`src/rtl/axi_rd_arbiter_if.sv`:
```
// AXI3 read-channel bundle (AR + R) shared by the arbiter's upstream and downstream ports.
interface axi_rd_arbiter_if #(
    parameter int ID_WIDTH   = 4,
    parameter int ADDR_WIDTH = 32,
    parameter int DATA_WIDTH = 32
);
    logic [ID_WIDTH-1:0]   arid;
    logic [ADDR_WIDTH-1:0] araddr;
    logic [3:0]            arlen;
    logic [2:0]            arsize;
    logic [1:0]            arburst;
    logic [3:0]            arcache;
    logic [2:0]            arprot;
    logic [1:0]            arlock;
    logic                  arvalid;
    logic                  arready;
    logic [ID_WIDTH-1:0]   rid;
    logic [DATA_WIDTH-1:0] rdata;
    logic [1:0]            rresp;
    logic                  rlast;
    logic                  rvalid;
    logic                  rready;

    modport master (
        output arid, araddr, arlen, arsize, arburst, arcache, arprot, arlock,
        output arvalid, rready,
        input  arready, rid, rdata, rresp, rlast, rvalid
    );

    // Upstream requesters carry no lock attribute.
    modport slave (
        input  arid, araddr, arlen, arsize, arburst, arcache, arprot,
        input  arvalid, rready,
        output arready, rid, rdata, rresp, rlast, rvalid
    );
endinterface

```
`src/rtl/axi_rd_arbiter.sv`:
```
// Two-master AXI3 read arbiter, one transaction in flight, beat-count checking.
// Define AXI_RD_ARB_RR_EN for round-robin; default is fixed priority with M1 first.
module axi_rd_arbiter #(
    parameter int ID_WIDTH   = 4,
    parameter int ADDR_WIDTH = 32,
    parameter int DATA_WIDTH = 32
) (
    input  logic                  aclk,
    input  logic                  aresetn,
    axi_rd_arbiter_if.slave       m0,
    axi_rd_arbiter_if.slave       m1,
    axi_rd_arbiter_if.master      s,
    output logic                  grant,
    output logic                  idle,
    output logic                  burst_err
);

    typedef enum logic [1:0] {
        IDLE = 2'd0,
        ADDR = 2'd1,
        DATA = 2'd2
    } state_t;

    state_t                state, state_nx;
    logic                  pick1;
    logic                  ar_acc;
    logic                  r_hs;
    logic [3:0]            beat_cnt;
    logic [ID_WIDTH-1:0]   arid_q;
    logic [ADDR_WIDTH-1:0] araddr_q;
    logic [3:0]            arlen_q;
    logic [2:0]            arsize_q;
    logic [1:0]            arburst_q;
    logic [3:0]            arcache_q;
    logic [2:0]            arprot_q;

`ifdef AXI_RD_ARB_RR_EN
    logic rr_ptr;

    // rr_ptr set means M1 wins the next tie.
    always_ff @(posedge aclk) begin
        if (!aresetn) rr_ptr <= 1'b0;
        else if (ar_acc) rr_ptr <= ~pick1;
    end

    assign pick1 = m1.arvalid & (~m0.arvalid | rr_ptr);
`else
    assign pick1 = m1.arvalid;
`endif

    assign ar_acc = (state == IDLE) & (m0.arvalid | m1.arvalid);
    assign r_hs   = (state == DATA) & s.rvalid & s.rready;

    always_ff @(posedge aclk) begin
        if (!aresetn) state <= IDLE;
        else state <= state_nx;
    end

    always_comb begin
        state_nx = state;
        unique case (state)
            IDLE:    if (ar_acc) state_nx = ADDR;
            ADDR:    if (s.arready) state_nx = DATA;
            DATA:    if (r_hs && s.rlast) state_nx = IDLE;
            default: state_nx = IDLE;
        endcase
    end

    always_comb begin
        m0.arready = 1'b0;
        m1.arready = 1'b0;
        s.arvalid  = 1'b0;
        s.rready   = 1'b0;
        m0.rvalid  = 1'b0;
        m0.rid     = '0;
        m0.rdata   = '0;
        m0.rresp   = '0;
        m0.rlast   = 1'b0;
        m1.rvalid  = 1'b0;
        m1.rid     = '0;
        m1.rdata   = '0;
        m1.rresp   = '0;
        m1.rlast   = 1'b0;
        unique case (state)
            IDLE: begin
                m0.arready = m0.arvalid & ~pick1;
                m1.arready = pick1;
            end
            ADDR: s.arvalid = 1'b1;
            DATA: begin
                if (grant) begin
                    m1.rvalid = s.rvalid;
                    m1.rid    = s.rid;
                    m1.rdata  = s.rdata;
                    m1.rresp  = s.rresp;
                    m1.rlast  = s.rlast;
                    s.rready  = m1.rready;
                end else begin
                    m0.rvalid = s.rvalid;
                    m0.rid    = s.rid;
                    m0.rdata  = s.rdata;
                    m0.rresp  = s.rresp;
                    m0.rlast  = s.rlast;
                    s.rready  = m0.rready;
                end
            end
            default: ;
        endcase
    end

    always_ff @(posedge aclk) begin
        if (!aresetn) begin
            arid_q    <= '0;
            araddr_q  <= '0;
            arlen_q   <= '0;
            arsize_q  <= '0;
            arburst_q <= '0;
            arcache_q <= '0;
            arprot_q  <= '0;
            grant     <= 1'b0;
            beat_cnt  <= '0;
            burst_err <= 1'b0;
        end else begin
            if (ar_acc) begin
                arid_q    <= pick1 ? m1.arid    : m0.arid;
                araddr_q  <= pick1 ? m1.araddr  : m0.araddr;
                arlen_q   <= pick1 ? m1.arlen   : m0.arlen;
                arsize_q  <= pick1 ? m1.arsize  : m0.arsize;
                arburst_q <= pick1 ? m1.arburst : m0.arburst;
                arcache_q <= pick1 ? m1.arcache : m0.arcache;
                arprot_q  <= pick1 ? m1.arprot  : m0.arprot;
                grant     <= pick1;
                beat_cnt  <= pick1 ? m1.arlen : m0.arlen;
            end
            if (r_hs) begin
                if (beat_cnt != 4'd0) beat_cnt <= beat_cnt - 4'd1;
                // Error when rlast disagrees with the remaining count.
                if (s.rlast != (beat_cnt == 4'd0)) burst_err <= 1'b1;
            end
        end
    end

    assign s.arid    = arid_q;
    assign s.araddr  = araddr_q;
    assign s.arlen   = arlen_q;
    assign s.arsize  = arsize_q;
    assign s.arburst = arburst_q;
    assign s.arcache = arcache_q;
    assign s.arprot  = arprot_q;
    assign s.arlock  = 2'b00;
    assign idle      = (state == IDLE);

endmodule

```
`src/flat_wrapper.sv`:
```
// flat-port wrapper written by rule: the top's interface ports become plain ports
module axi_rd_arbiter_flat 
#(
    parameter int ID_WIDTH   = 4,
    parameter int ADDR_WIDTH = 32,
    parameter int DATA_WIDTH = 32
)
  (aclk, aresetn, grant, idle, burst_err, m0_arid, m0_araddr, m0_arlen, m0_arsize, m0_arburst, m0_arcache, m0_arprot, m0_arvalid, m0_rready, m0_arready, m0_rid, m0_rdata, m0_rresp, m0_rlast, m0_rvalid, m1_arid, m1_araddr, m1_arlen, m1_arsize, m1_arburst, m1_arcache, m1_arprot, m1_arvalid, m1_rready, m1_arready, m1_rid, m1_rdata, m1_rresp, m1_rlast, m1_rvalid, s_arid, s_araddr, s_arlen, s_arsize, s_arburst, s_arcache, s_arprot, s_arlock, s_arvalid, s_rready, s_arready, s_rid, s_rdata, s_rresp, s_rlast, s_rvalid);
  axi_rd_arbiter_if #(.ID_WIDTH(ID_WIDTH), .ADDR_WIDTH(ADDR_WIDTH), .DATA_WIDTH(DATA_WIDTH)) m0_i ();
  axi_rd_arbiter_if #(.ID_WIDTH(ID_WIDTH), .ADDR_WIDTH(ADDR_WIDTH), .DATA_WIDTH(DATA_WIDTH)) m1_i ();
  axi_rd_arbiter_if #(.ID_WIDTH(ID_WIDTH), .ADDR_WIDTH(ADDR_WIDTH), .DATA_WIDTH(DATA_WIDTH)) s_i ();
  input  logic aclk;
  input  logic aresetn;
  output logic grant;
  output logic idle;
  output logic burst_err;
  input wire logic [$bits(m0_i.arid)-1:0] m0_arid;
  input wire logic [$bits(m0_i.araddr)-1:0] m0_araddr;
  input wire logic [$bits(m0_i.arlen)-1:0] m0_arlen;
  input wire logic [$bits(m0_i.arsize)-1:0] m0_arsize;
  input wire logic [$bits(m0_i.arburst)-1:0] m0_arburst;
  input wire logic [$bits(m0_i.arcache)-1:0] m0_arcache;
  input wire logic [$bits(m0_i.arprot)-1:0] m0_arprot;
  input wire logic [$bits(m0_i.arvalid)-1:0] m0_arvalid;
  input wire logic [$bits(m0_i.rready)-1:0] m0_rready;
  output wire logic [$bits(m0_i.arready)-1:0] m0_arready;
  output wire logic [$bits(m0_i.rid)-1:0] m0_rid;
  output wire logic [$bits(m0_i.rdata)-1:0] m0_rdata;
  output wire logic [$bits(m0_i.rresp)-1:0] m0_rresp;
  output wire logic [$bits(m0_i.rlast)-1:0] m0_rlast;
  output wire logic [$bits(m0_i.rvalid)-1:0] m0_rvalid;
  input wire logic [$bits(m1_i.arid)-1:0] m1_arid;
  input wire logic [$bits(m1_i.araddr)-1:0] m1_araddr;
  input wire logic [$bits(m1_i.arlen)-1:0] m1_arlen;
  input wire logic [$bits(m1_i.arsize)-1:0] m1_arsize;
  input wire logic [$bits(m1_i.arburst)-1:0] m1_arburst;
  input wire logic [$bits(m1_i.arcache)-1:0] m1_arcache;
  input wire logic [$bits(m1_i.arprot)-1:0] m1_arprot;
  input wire logic [$bits(m1_i.arvalid)-1:0] m1_arvalid;
  input wire logic [$bits(m1_i.rready)-1:0] m1_rready;
  output wire logic [$bits(m1_i.arready)-1:0] m1_arready;
  output wire logic [$bits(m1_i.rid)-1:0] m1_rid;
  output wire logic [$bits(m1_i.rdata)-1:0] m1_rdata;
  output wire logic [$bits(m1_i.rresp)-1:0] m1_rresp;
  output wire logic [$bits(m1_i.rlast)-1:0] m1_rlast;
  output wire logic [$bits(m1_i.rvalid)-1:0] m1_rvalid;
  output wire logic [$bits(s_i.arid)-1:0] s_arid;
  output wire logic [$bits(s_i.araddr)-1:0] s_araddr;
  output wire logic [$bits(s_i.arlen)-1:0] s_arlen;
  output wire logic [$bits(s_i.arsize)-1:0] s_arsize;
  output wire logic [$bits(s_i.arburst)-1:0] s_arburst;
  output wire logic [$bits(s_i.arcache)-1:0] s_arcache;
  output wire logic [$bits(s_i.arprot)-1:0] s_arprot;
  output wire logic [$bits(s_i.arlock)-1:0] s_arlock;
  output wire logic [$bits(s_i.arvalid)-1:0] s_arvalid;
  output wire logic [$bits(s_i.rready)-1:0] s_rready;
  input wire logic [$bits(s_i.arready)-1:0] s_arready;
  input wire logic [$bits(s_i.rid)-1:0] s_rid;
  input wire logic [$bits(s_i.rdata)-1:0] s_rdata;
  input wire logic [$bits(s_i.rresp)-1:0] s_rresp;
  input wire logic [$bits(s_i.rlast)-1:0] s_rlast;
  input wire logic [$bits(s_i.rvalid)-1:0] s_rvalid;
  assign m0_i.arid = m0_arid;
  assign m0_i.araddr = m0_araddr;
  assign m0_i.arlen = m0_arlen;
  assign m0_i.arsize = m0_arsize;
  assign m0_i.arburst = m0_arburst;
  assign m0_i.arcache = m0_arcache;
  assign m0_i.arprot = m0_arprot;
  assign m0_i.arvalid = m0_arvalid;
  assign m0_i.rready = m0_rready;
  assign m0_arready = m0_i.arready;
  assign m0_rid = m0_i.rid;
  assign m0_rdata = m0_i.rdata;
  assign m0_rresp = m0_i.rresp;
  assign m0_rlast = m0_i.rlast;
  assign m0_rvalid = m0_i.rvalid;
  assign m1_i.arid = m1_arid;
  assign m1_i.araddr = m1_araddr;
  assign m1_i.arlen = m1_arlen;
  assign m1_i.arsize = m1_arsize;
  assign m1_i.arburst = m1_arburst;
  assign m1_i.arcache = m1_arcache;
  assign m1_i.arprot = m1_arprot;
  assign m1_i.arvalid = m1_arvalid;
  assign m1_i.rready = m1_rready;
  assign m1_arready = m1_i.arready;
  assign m1_rid = m1_i.rid;
  assign m1_rdata = m1_i.rdata;
  assign m1_rresp = m1_i.rresp;
  assign m1_rlast = m1_i.rlast;
  assign m1_rvalid = m1_i.rvalid;
  assign s_arid = s_i.arid;
  assign s_araddr = s_i.araddr;
  assign s_arlen = s_i.arlen;
  assign s_arsize = s_i.arsize;
  assign s_arburst = s_i.arburst;
  assign s_arcache = s_i.arcache;
  assign s_arprot = s_i.arprot;
  assign s_arlock = s_i.arlock;
  assign s_arvalid = s_i.arvalid;
  assign s_rready = s_i.rready;
  assign s_i.arready = s_arready;
  assign s_i.rid = s_rid;
  assign s_i.rdata = s_rdata;
  assign s_i.rresp = s_rresp;
  assign s_i.rlast = s_rlast;
  assign s_i.rvalid = s_rvalid;
  axi_rd_arbiter #(.ID_WIDTH(ID_WIDTH), .ADDR_WIDTH(ADDR_WIDTH), .DATA_WIDTH(DATA_WIDTH)) u_core (.aclk(aclk), .aresetn(aresetn), .m0(m0_i), .m1(m1_i), .s(s_i), .grant(grant), .idle(idle), .burst_err(burst_err));
endmodule
```
`config.mk`:
```
export PLATFORM = sky130hd
export DESIGN_NAME = axi_rd_arbiter_flat
export DESIGN_NICKNAME = d
export VERILOG_FILES = /design/src/rtl/axi_rd_arbiter_if.sv /design/src/rtl/axi_rd_arbiter.sv /design/src/flat_wrapper.sv
export SDC_FILE = /design/constraint.sdc
export NUM_CORES = 1
export LEC_CHECK = 0
export BUFFER_PORTS_ARGS = -buffer_cell sky130_fd_sc_hd__buf_2
export CAP_MARGIN = 20
export CORE_AREA = 2 2 114 116
export CTS_CLUSTER_SIZE = 40
export DETAILED_ROUTE_END_ITERATION = 7
export DIE_AREA = 0 0 116 118
export PLACE_DENSITY = 0.68
export SKIP_CTS_REPAIR_TIMING = 1
export SLEW_MARGIN = 15
export SYNTH_ARGS = -nofsm -noshare
export SYNTH_HDL_FRONTEND = slang
export SYNTH_SLANG_ARGS = --single-unit
```
`constraint.sdc`:
```
create_clock -name aclk -period 2.4 [get_ports aclk]
set_input_delay 0.48 -clock aclk [delete_from_list [all_inputs] [get_ports aclk]]
set_output_delay 0.48 -clock aclk [all_outputs]
set_load 0.005 [all_outputs]
```
==> impl_metrics.tcl, run 1 <==
set metrics [dict create \
    net-switching-power_mw 0.8722 \
    status "completed" \
    clk_transition_reported_paths_ns 0.05 \
    place.gp.congestion 0.8123 \
    rsz0062_at_grt "false" \
    tritoncts "built" \
    grt_first_pass_wirelength_mm 16.20 \
    grt_pass1_vias 3263 \
    ir_drop_mv 0.3035 \
    finalHoldViolCount 0 \
    clock.fmax_ghz 0.4732 \
    track_usage_pct 15.25 \
    fin_skew_ns 0.004632 \
    combPwrFrac_pct 22.7 \
    drc_errors 0 \
    rows 41 \
    worst_pin_slew_ns 0.5238 \
    dp_cells 820 \
    clkPwrFrac_pct 41.4 \
    yosys.area.top_type "dfxtp_1" \
    clock_tree.root_cell "clkbuf_16" \
    grt_start_max_net_pins 45 \
    finalNonFillerCells 837 \
    cp.required_ns 1.92 \
    post-route-period-util_pct 88.05 \
    cp-end-kind "output port" \
    initial_core_util_pct 26.64 \
    path_class "register to output port" \
    routed_wl_mm 10.87 \
    synth_top_family_by_area "simple AND/OR/NAND/NOR gates" \
    cts.sinks 60 \
    synthFlopType "dfxtp_1" \
    synth_cells 381 \
    yosys.area_share.simple_pct 25.43 \
    fin_nets 811 \
    cp.arrival_ns 1.63 \
    avgRoutedWirePerCell_um 12.98 \
    muxShareOfSynthArea_pct 16.38 \
    place.detailed.hpwl_mm 8.926 \
    postRouteAntennaNets 0 \
    drive_gt1_share_pct 48.64 \
    cts_made_buffers 9 \
    power_density_nw_per_um2 627.9 \
    startpoint_type "register" \
    first_pass_iters 4 \
    drtIter0Drc 80 \
    synth_xor_area_share_pct 0.5297 \
    intPower_mw 2.433 \
    antenna_found_initial 1 \
    min_path_type "primary input to register" \
    finalCriticalPeriod_ns 2.113 \
    setup-violations-final 0 \
    synth_adder_area_share_pct 0.3784 \
    avgViaCountPerCell 4.337 \
    die_y_um 118 \
    leakagePower_nw 2.879 \
    power_mw 3.305 \
    synthArstFlopShare_pct 0 \
    syn_to_final_growth_pct 59.18 \
    synth.area.top_cells "dfxtp_1 36%, mux2i_1 16%, and2_1 16%" \
    clk_path_buf_depth 2 \
    cp_max_fo 40 \
    vias 3630 \
    fillerInstances 1278 \
    setup_tns_ns 0 \
    maxCapViolCount 0 \
    synth_edf_count 0 \
    yosys.area.top_type_share_pct 36.32 \
    port-buffer-count 289 \
    synth_area_um2 3307 \
    io_pins 292 \
    dieArea_um2 13690 \
    ys_types 35 \
    clkLatencyLatePin_ns 0.32 \
    ys_warn_count 0 \
    die_x_um 116 \
    slew_violations 0 \
    slew_headroom_pct 64.96 \
    ys_seq_area_share_pct 36.32 \
    p_sw_share_pct 26.39 \
    yosys_register_bits 60 \
    avgSynthCellArea_um2 8.680 \
    overflow 0 \
    synth_compound_area_share_pct 15.66 \
    htreeDepth 3 \
    coreArea_um2 12410 \
    p_seq_share_pct 35.9 \
]
[placed cells by master (no fill, tap or decap), types with 3 or more instances in the layout]
| cell | count |
|---|---|
| and2_1 | 82 |
| buf_2 | 289 |
| a21oi_1 | 6 |
| o21ai_0 | 4 |
| a211oi_2 | 7 |
| nor2_1 | 61 |
| inv_1 | 3 |
| mux2i_1 | 53 |
| o21a_1 | 3 |
| nor3_1 | 3 |
| clkbuf_16 | 9 |
| dfxtp_1 | 60 |
| buf_4 | 5 |
| buf_12 | 4 |
| a211oi_1 | 42 |
[Yosys cell counts (all sizes together), types with 2 or more instances]
library cell,number
xor2,2
o21ai,5
nor2,62
and2,82
inv,4
dfxtp,60
or2,2
a211oi,49
o21a,3
a21oi,6
nand3,2
nor3,4
nand2,2
mux2i,53
clkbuf,12
buf,20
[metal layers]
layer  GRT usage, %  vias up  share of wire (%)
li1               -     1869                  -
met1          15.86     1571                 38
met2          28.00      173                 52
met3          3.553       17                7.9
met4          7.664        0                2.0
met5              0        -                  0
[power by group through the flow]
stage	combinational (mW)	sequential, mW	clock (mW)
after CTS	0.762	1.19	1.41
after global placement	0.751	1.20	0
after floorplan	0.387	1.21	0
after global routing	0.838	1.20	1.46
final	0.750	1.19	1.37
after detailed placement	0.761	1.20	0
[cell type report]
class                   count  area [um^2]  share of cell area [%]
flip-flops and latches     60         1201                   22.82
well taps                 172        215.2                   4.088
inverters                   4        15.01                  0.2852
multi-input cells         286         1947                   36.99
repair buffers            298         1564                   29.71
clock inverters             4        72.57                   1.379
diodes                      1        2.502                 0.04754
clock buffers              12        246.5                   4.683
[per-stage QoR]
| stage | setup WS (ns) | utilization [%] | instance area (um^2) | hold slack, ns |
|---|---|---|---|---|
| after floorplan | 0.8510 | - | 3311 | 0.4604 |
| after global placement | 0.6299 | 39.81 | 4942 | 0.4552 |
| after detailed placement | 0.6133 | 39.81 | 4942 | 0.4661 |
| after CTS | 0.2591 | 42.38 | 5261 | 0.3555 |
| after global routing | 0.1112 | 42.40 | 5264 | 0.3737 |
| final | 0.2867 | 42.40 | 5264 | 0.3728 |
[registers in the layout, summed over array words and instances, names as in the netlist]
name	count
u_core.beat_cnt	4
u_core.burst_err	1
u_core.grant	1
u_core.s.araddr	32
u_core.s.arburst	2
u_core.s.arcache	4
u_core.s.arid	4
u_core.s.arlen	4
u_core.s.arprot	3
u_core.s.arsize	3
u_core.state	2
[critical path: stages (launching register included)]
cell	delay, ns
dfxtp_1	0.46
nand2b_1	0.17
nor2_1	0.11
buf_4	0.28
and2_1	0.17
buf_2	0.11
[cell families after synthesis]
kind of cell	after synthesis
xor gates and xnor gates	2
other	1
adders and majority gates	1
DFF	60
and+or+nand+nor	160
muxes	54
buffers and inverters	36
AOI/OAI and AO/OA	67
[final timing paths]
path / from / to / slack (ns) / depth (start not counted)
min: s_arready / u_core.state[0]$_SDFFE_PN0P_ / 0.37 / 2
max reg2reg: u_core.beat_cnt[0]$_SDFF_PN0_ / u_core.beat_cnt[0]$_SDFF_PN0_ / 0.84 / 6
min reg2reg: u_core.burst_err$_SDFFE_PN0P_ / u_core.burst_err$_SDFFE_PN0P_ / 0.47 / 2
max: u_core.state[1]$_SDFFE_PN0P_ / m1_rdata[10] / 0.29 / 5
Note: power is estimated with default switching activity, not from simulation.
==> run 2: changes to the inputs <==
--- a/config.mk
+++ b/config.mk
@@ -7,11 +7,12 @@
 export LEC_CHECK = 0
 export BUFFER_PORTS_ARGS = -buffer_cell sky130_fd_sc_hd__buf_2
 export CAP_MARGIN = 20
-export CORE_AREA = 2 2 114 116
+export CORE_AREA = 2 2 113 115
+export CTS_BUF_LIST = sky130_fd_sc_hd__clkbuf_8
 export CTS_CLUSTER_SIZE = 40
 export DETAILED_ROUTE_END_ITERATION = 7
-export DIE_AREA = 0 0 116 118
-export PLACE_DENSITY = 0.68
+export DIE_AREA = 0 0 115 117
+export PLACE_DENSITY = 0.69
 export SKIP_CTS_REPAIR_TIMING = 1
 export SLEW_MARGIN = 15
 export SYNTH_ARGS = -nofsm -noshare
==> run 2 against run 1 <==
Net effect:
- global-route usage increased by 1.4 points
- count of clock-buffer cells in the layout down 2
- non-clock buffer count increased by 2
- first-iteration DRC count increased by 15%
- sequential cell count did not move
- cell area down 2.4%
- total power decreased by 14%
- combinational power fell by 2%
==> impl_metrics.tcl, run 2 (synthesis gave the netlist of run 1 again) <==
set metrics [dict create \
    largest_reg_flops 32 \
    slew_violations 0 \
    r2r-start "u_core.beat_cnt[0]$_SDFF_PN0_" \
    rows 41 \
    startpoint_type "register" \
    io_pins 292 \
    setup-violations-final 0 \
    r2r_end "u_core.beat_cnt[0]$_SDFF_PN0_" \
    final_cell_mix "289 x buf_2, 82 x and2_1, 60 x nor2_1" \
    busiest_layer "met2" \
    maxCapViolCount 0 \
    grt.met3_usage_pct 7.158 \
    grt_pass1_vias 3197 \
    cts_made_buffers 9 \
    net-switching-power_mw 0.8563 \
    place.gp.congestion 0.7666 \
    grt_first_pass_wirelength_mm 16.89 \
    rsz0062_at_grt "false" \
    clk_transition_reported_paths_ns 0.07 \
    clock_tree.root_cell "clkbuf_8" \
    ff2ff_path_depth 5 \
    cp.arrival_ns 1.69 \
    post-route-period-util_pct 90.60 \
    drc_errors 0 \
    die_x_um 115 \
    postRouteAntennaNets 0 \
    tritoncts "built" \
    initial_core_util_pct 26.86 \
    p_sw_share_pct 30.08 \
    placed_area_um2 4897 \
    cts.sinks 60 \
    finalHoldViolCount 0 \
    use_met1_pct 17.73 \
    r2r_setup_slack_ns 0.70 \
    met2_usage_pct 30.16 \
    fin_nets 813 \
    cp-end-kind "output port" \
    ir_drop_mv 0.2390 \
    combPwrFrac_pct 25.9 \
    die_y_um 117 \
    drive_gt1_share_pct 49.40 \
    port-buffer-count 289 \
    drtIter0Drc 92 \
    clkLatencyLatePin_ns 0.33 \
    vias 3648 \
    final_util_pct 41.73 \
    worst_pin_slew_ns 0.6276 \
    intPower_mw 1.990 \
    htreeDepth 3 \
    slew_headroom_pct 58.10 \
    avgViaCountPerCell 4.449 \
    crit_end "m0_rdata[20]" \
    grt_start_max_net_pins 54 \
    cp_max_fo 40 \
    stdcell_area_um2 5137 \
    first_pass_iters 4 \
    clock.fmax_ghz 0.4599 \
    critical_path.startpoint "u_core.state[0]$_SDFFE_PN0P_" \
    finalCriticalPeriod_ns 2.174 \
    overflow 0 \
    antenna_found_initial 7 \
    clk_path_buf_depth 2 \
    coreArea_um2 12310 \
    layout_commonest_cell "buf_2" \
    place.detailed.hpwl_mm 9.765 \
    routed_wl_mm 11.82 \
    syn_to_final_growth_pct 55.35 \
    track_usage_pct 16.61 \
    dieArea_um2 13460 \
    min_path_type "primary input to register" \
    power_density_nw_per_um2 554.1 \
    status "completed" \
    path_class "register to output port" \
    p_seq_share_pct 41.6 \
    cp.required_ns 1.92 \
    clkPwrFrac_pct 32.4 \
    leakagePower_nw 2.832 \
    avgRoutedWirePerCell_um 14.42 \
    fin_skew_ns 0.006247 \
]
## run 2: worst max-delay path, cell delays in order (launching register included)
cell and delay (ns):
dfxtp_1 0.39, nand2b_1 0.26, nor2_2 0.11, buf_4 0.28, and2_1 0.20, buf_2 0.12
## run 2: worst min path at each step
stage	from	to	slack [ns]	cells past startpoint
floorplan	u_core.burst_err$_SDFFE_PN0P_	u_core.burst_err$_SDFFE_PN0P_	0.46	2
global placement	u_core.burst_err$_SDFFE_PN0P_	u_core.burst_err$_SDFFE_PN0P_	0.45	2
detailed placement	u_core.burst_err$_SDFFE_PN0P_	u_core.burst_err$_SDFFE_PN0P_	0.45	2
CTS	s_arready	u_core.state[0]$_SDFFE_PN0P_	0.35	2
global route	s_arready	u_core.state[0]$_SDFFE_PN0P_	0.36	2
finish	s_arready	u_core.state[0]$_SDFFE_PN0P_	0.36	2
## run 2: power groups by stage
stage	registers, mW	clock network (mW)	logic (mW)
final	1.19	0.923	0.738
after global routing	1.20	1.01	0.822
after CTS	1.19	0.965	0.748
after detailed placement	1.21	0	0.748
after global placement	1.21	0	0.735
after floorplan	1.21	0	0.387
## run 2: stage by stage
step / hold WS, ns / setup TNS (ns) / power, mW / setup slack (ns) / instances
detailed placement: 0.4512 / 0 / 1.954 / 0.3799 / 797
CTS: 0.3461 / -0.03803 / 2.899 / -0.008427 / 813
global route: 0.3650 / 0 / 3.032 / 0.05483 / 816
global placement: 0.4513 / 0 / 1.941 / 0.3941 / 797
finish: 0.3609 / 0 / 2.846 / 0.2255 / 820
floorplan: 0.4604 / 0 / 1.600 / 0.8510 / 382
## run 2: area by class of cell
cell class | instances | area (um^2)
Clock buffer | 10 | 137.6
Tap cell | 150 | 187.7
Inverter | 4 | 15.01
Clock inverter | 6 | 63.81
Timing Repair Buffer | 300 | 1567
Fill cell | 1282 | 7174
Sequential cell | 60 | 1202
Antenna cell | 4 | 10.01
Multi-Input combinational cell | 286 | 1954
## run 2: routing by layer
layer | share of wire [%] | vias up
li1 | - | 1881
met1 | 38 | 1573
met2 | 50 | 171
met3 | 11 | 19
met4 | 1.3 | 4
met5 | 0.23 | -
==> run 3: changes to the inputs <==
--- a/config.mk
+++ b/config.mk
@@ -5,14 +5,14 @@
 export SDC_FILE = /design/constraint.sdc
 export NUM_CORES = 1
 export LEC_CHECK = 0
-export BUFFER_PORTS_ARGS = -buffer_cell sky130_fd_sc_hd__buf_2
 export CAP_MARGIN = 20
-export CORE_AREA = 2 2 113 115
+export CORE_AREA = 2 2 115 117
 export CTS_BUF_LIST = sky130_fd_sc_hd__clkbuf_8
 export CTS_CLUSTER_SIZE = 40
 export DETAILED_ROUTE_END_ITERATION = 7
-export DIE_AREA = 0 0 115 117
-export PLACE_DENSITY = 0.69
+export DIE_AREA = 0 0 117 119
+export DONT_BUFFER_PORTS = 1
+export PLACE_DENSITY = 0.42
 export SKIP_CTS_REPAIR_TIMING = 1
 export SLEW_MARGIN = 15
 export SYNTH_ARGS = -nofsm -noshare
==> run 3 against run 2 <==
Net effect:
- die area rose by 3.5%
- global-route usage decreased by 3.0 points
- non-clock buffer count shrank 295
- combinational power down 43%
- setup slack gained 0.14 ns
- register-to-register slack improved by 0.10 ns
- cell count is 33% lower
- sequential share of layout area increased by 9.8 points
- clock power decreased by 14%
- maximum frequency is 6.7% higher
- sequential cell count unchanged
- critical path type unchanged
- highest routed layer is now met4
==> impl_metrics.tcl, run 3 (synthesis gave the netlist of run 1 again) <==
set metrics [dict create \
    status "completed" \
    vias 2644 \
    clock_tree.root_cell "clkbuf_8" \
    place.gp.congestion 0.7037 \
    cp.arrival_ns 1.56 \
    avgRoutedWirePerCell_um 17.92 \
    min_path_cells 1 \
    busiest_layer "met2" \
    track_usage_pct 13.56 \
    clk_transition_reported_paths_ns 0.07 \
    leakagePower_nw 1.471 \
    postRouteAntennaNets 0 \
    coreArea_um2 12870 \
    grt_first_pass_wirelength_mm 13.93 \
    grt.met3_usage_pct 5.598 \
    finalHoldViolCount 0 \
    routed_wl_mm 9.840 \
    rsz0062_at_grt "false" \
    layout_commonest_cell "and2_1" \
    stdcell_area_um2 3617 \
    fin_nets 518 \
    maxCapViolCount 0 \
    fillerInstances 1342 \
    multiInputGateArea_um2 1944 \
    slew_violations 0 \
    grt_start_max_net_pins 105 \
    use_met1_pct 13.22 \
    initial_core_util_pct 25.69 \
    largest_reg_flops 32 \
    path_class "register to output port" \
    htreeDepth 3 \
    worst_pin_slew_ns 0.5370 \
    placed_area_um2 3443 \
    syn_to_final_growth_pct 9.383 \
    power_density_nw_per_um2 673.4 \
    setup-violations-final 0 \
    post-route-period-util_pct 84.87 \
    crit_path_cell_trace "nand2b_1 > nor2_1 > buf_4 > and2_1" \
    crit_family "flip-flops" \
    finalCriticalPeriod_ns 2.037 \
    startpoint_type "register" \
    min_path_type "primary input to register" \
    ir_drop_mv 0.2597 \
    clk_path_buf_depth 2 \
    port-buffer-count 0 \
    cp_slowest_cell "dfxtp_1" \
    cp_num_cells 4 \
    avgViaCountPerCell 4.816 \
    drtIter0Drc 72 \
    dieArea_um2 13920 \
    clock.fmax_ghz 0.4909 \
    first_pass_iters 4 \
    seq_area_um2 1201 \
    place.detailed.hpwl_mm 7.864 \
    rows 42 \
    cpPeakStageDelay_ns 0.47 \
    holdWs_ns 0.2569 \
    drc_errors 0 \
    slew_headroom_pct 64.07 \
    overflow 0 \
    io_pins 292 \
    cts.sinks 60 \
    cts_made_buffers 9 \
    met2_usage_pct 24.93 \
    clkLatencyLatePin_ns 0.34 \
    cp-end-kind "output port" \
    cp_num_buf_inv 1 \
    cp_max_fo 40 \
    tritoncts "built" \
    final_cell_mix "82 x and2_1, 62 x nor2_1, 60 x dfxtp_1" \
    drive_gt1_share_pct 8.086 \
    ff2ff_path_depth 4 \
    setup_tns_ns 0 \
    grt_pass1_vias 2378 \
    die_y_um 119 \
    die_x_um 117 \
    antenna_found_initial 1 \
    fin_skew_ns 0.004619 \
    cp.required_ns 1.92 \
]
-- run 3: cell types whose count changed in the layout (fill, tap and decap cells not counted), moves of 2 or more --
cell,delta
buf_2,-289
buf_4,-5
clkinv_2,+2
diode_2,-2
nor2_1,+2
-- run 3: stage by stage --
stage / instances / worst slack [ns] / total power, mW / util, %
floorplan: 382 / 0.8510 / 1.600 / -
global placement: 531 / 0.7107 / 1.672 / 26.74
detailed placement: 531 / 0.7071 / 1.679 / 26.74
CTS: 547 / 0.3146 / 2.500 / 28.06
global route: 547 / 0.1810 / 2.617 / 28.06
finish: 549 / 0.3630 / 2.436 / 28.10
-- run 3: worst paths after layout --
| check | startpoint | to | slack [ns] |
|---|---|---|---|
| worst max register to register | u_core.grant$_SDFFE_PN0N_ | u_core.beat_cnt[0]$_SDFF_PN0_ | 0.80 |
| worst max-delay path | u_core.state[1]$_SDFFE_PN0P_ | m1_rdata[1] | 0.36 |
| worst min register to register | u_core.s.araddr[13]$_SDFFE_PN0N_ | u_core.s.araddr[13]$_SDFFE_PN0N_ | 0.52 |
| worst min-delay path | s_arready | u_core.state[0]$_SDFFE_PN0P_ | 0.26 |
-- run 3: cell type report --
class | count | share of cell area (%)
tap | 176 | 6.088
clock buffer | 10 | 3.805
multi-input combinational | 286 | 53.75
timing repair buffer | 5 | 1.730
antenna | 2 | 0.1384
clock inverter | 6 | 0.8648
inverter | 4 | 0.4151
sequential | 60 | 33.21
-- run 3: per-layer routing --
layer	vias up	part of all wire (%)
met3	9	11
met2	174	52
met5	-	0
li1	1290	-
met4	0	1.4
met1	1171	35
-- run 3: where the power goes --
group          leakage (nW)  internal, mW  switching [mW]
clock                0.0930         0.391           0.402
combinational         0.879         0.190           0.230
sequential            0.498          1.12           0.105
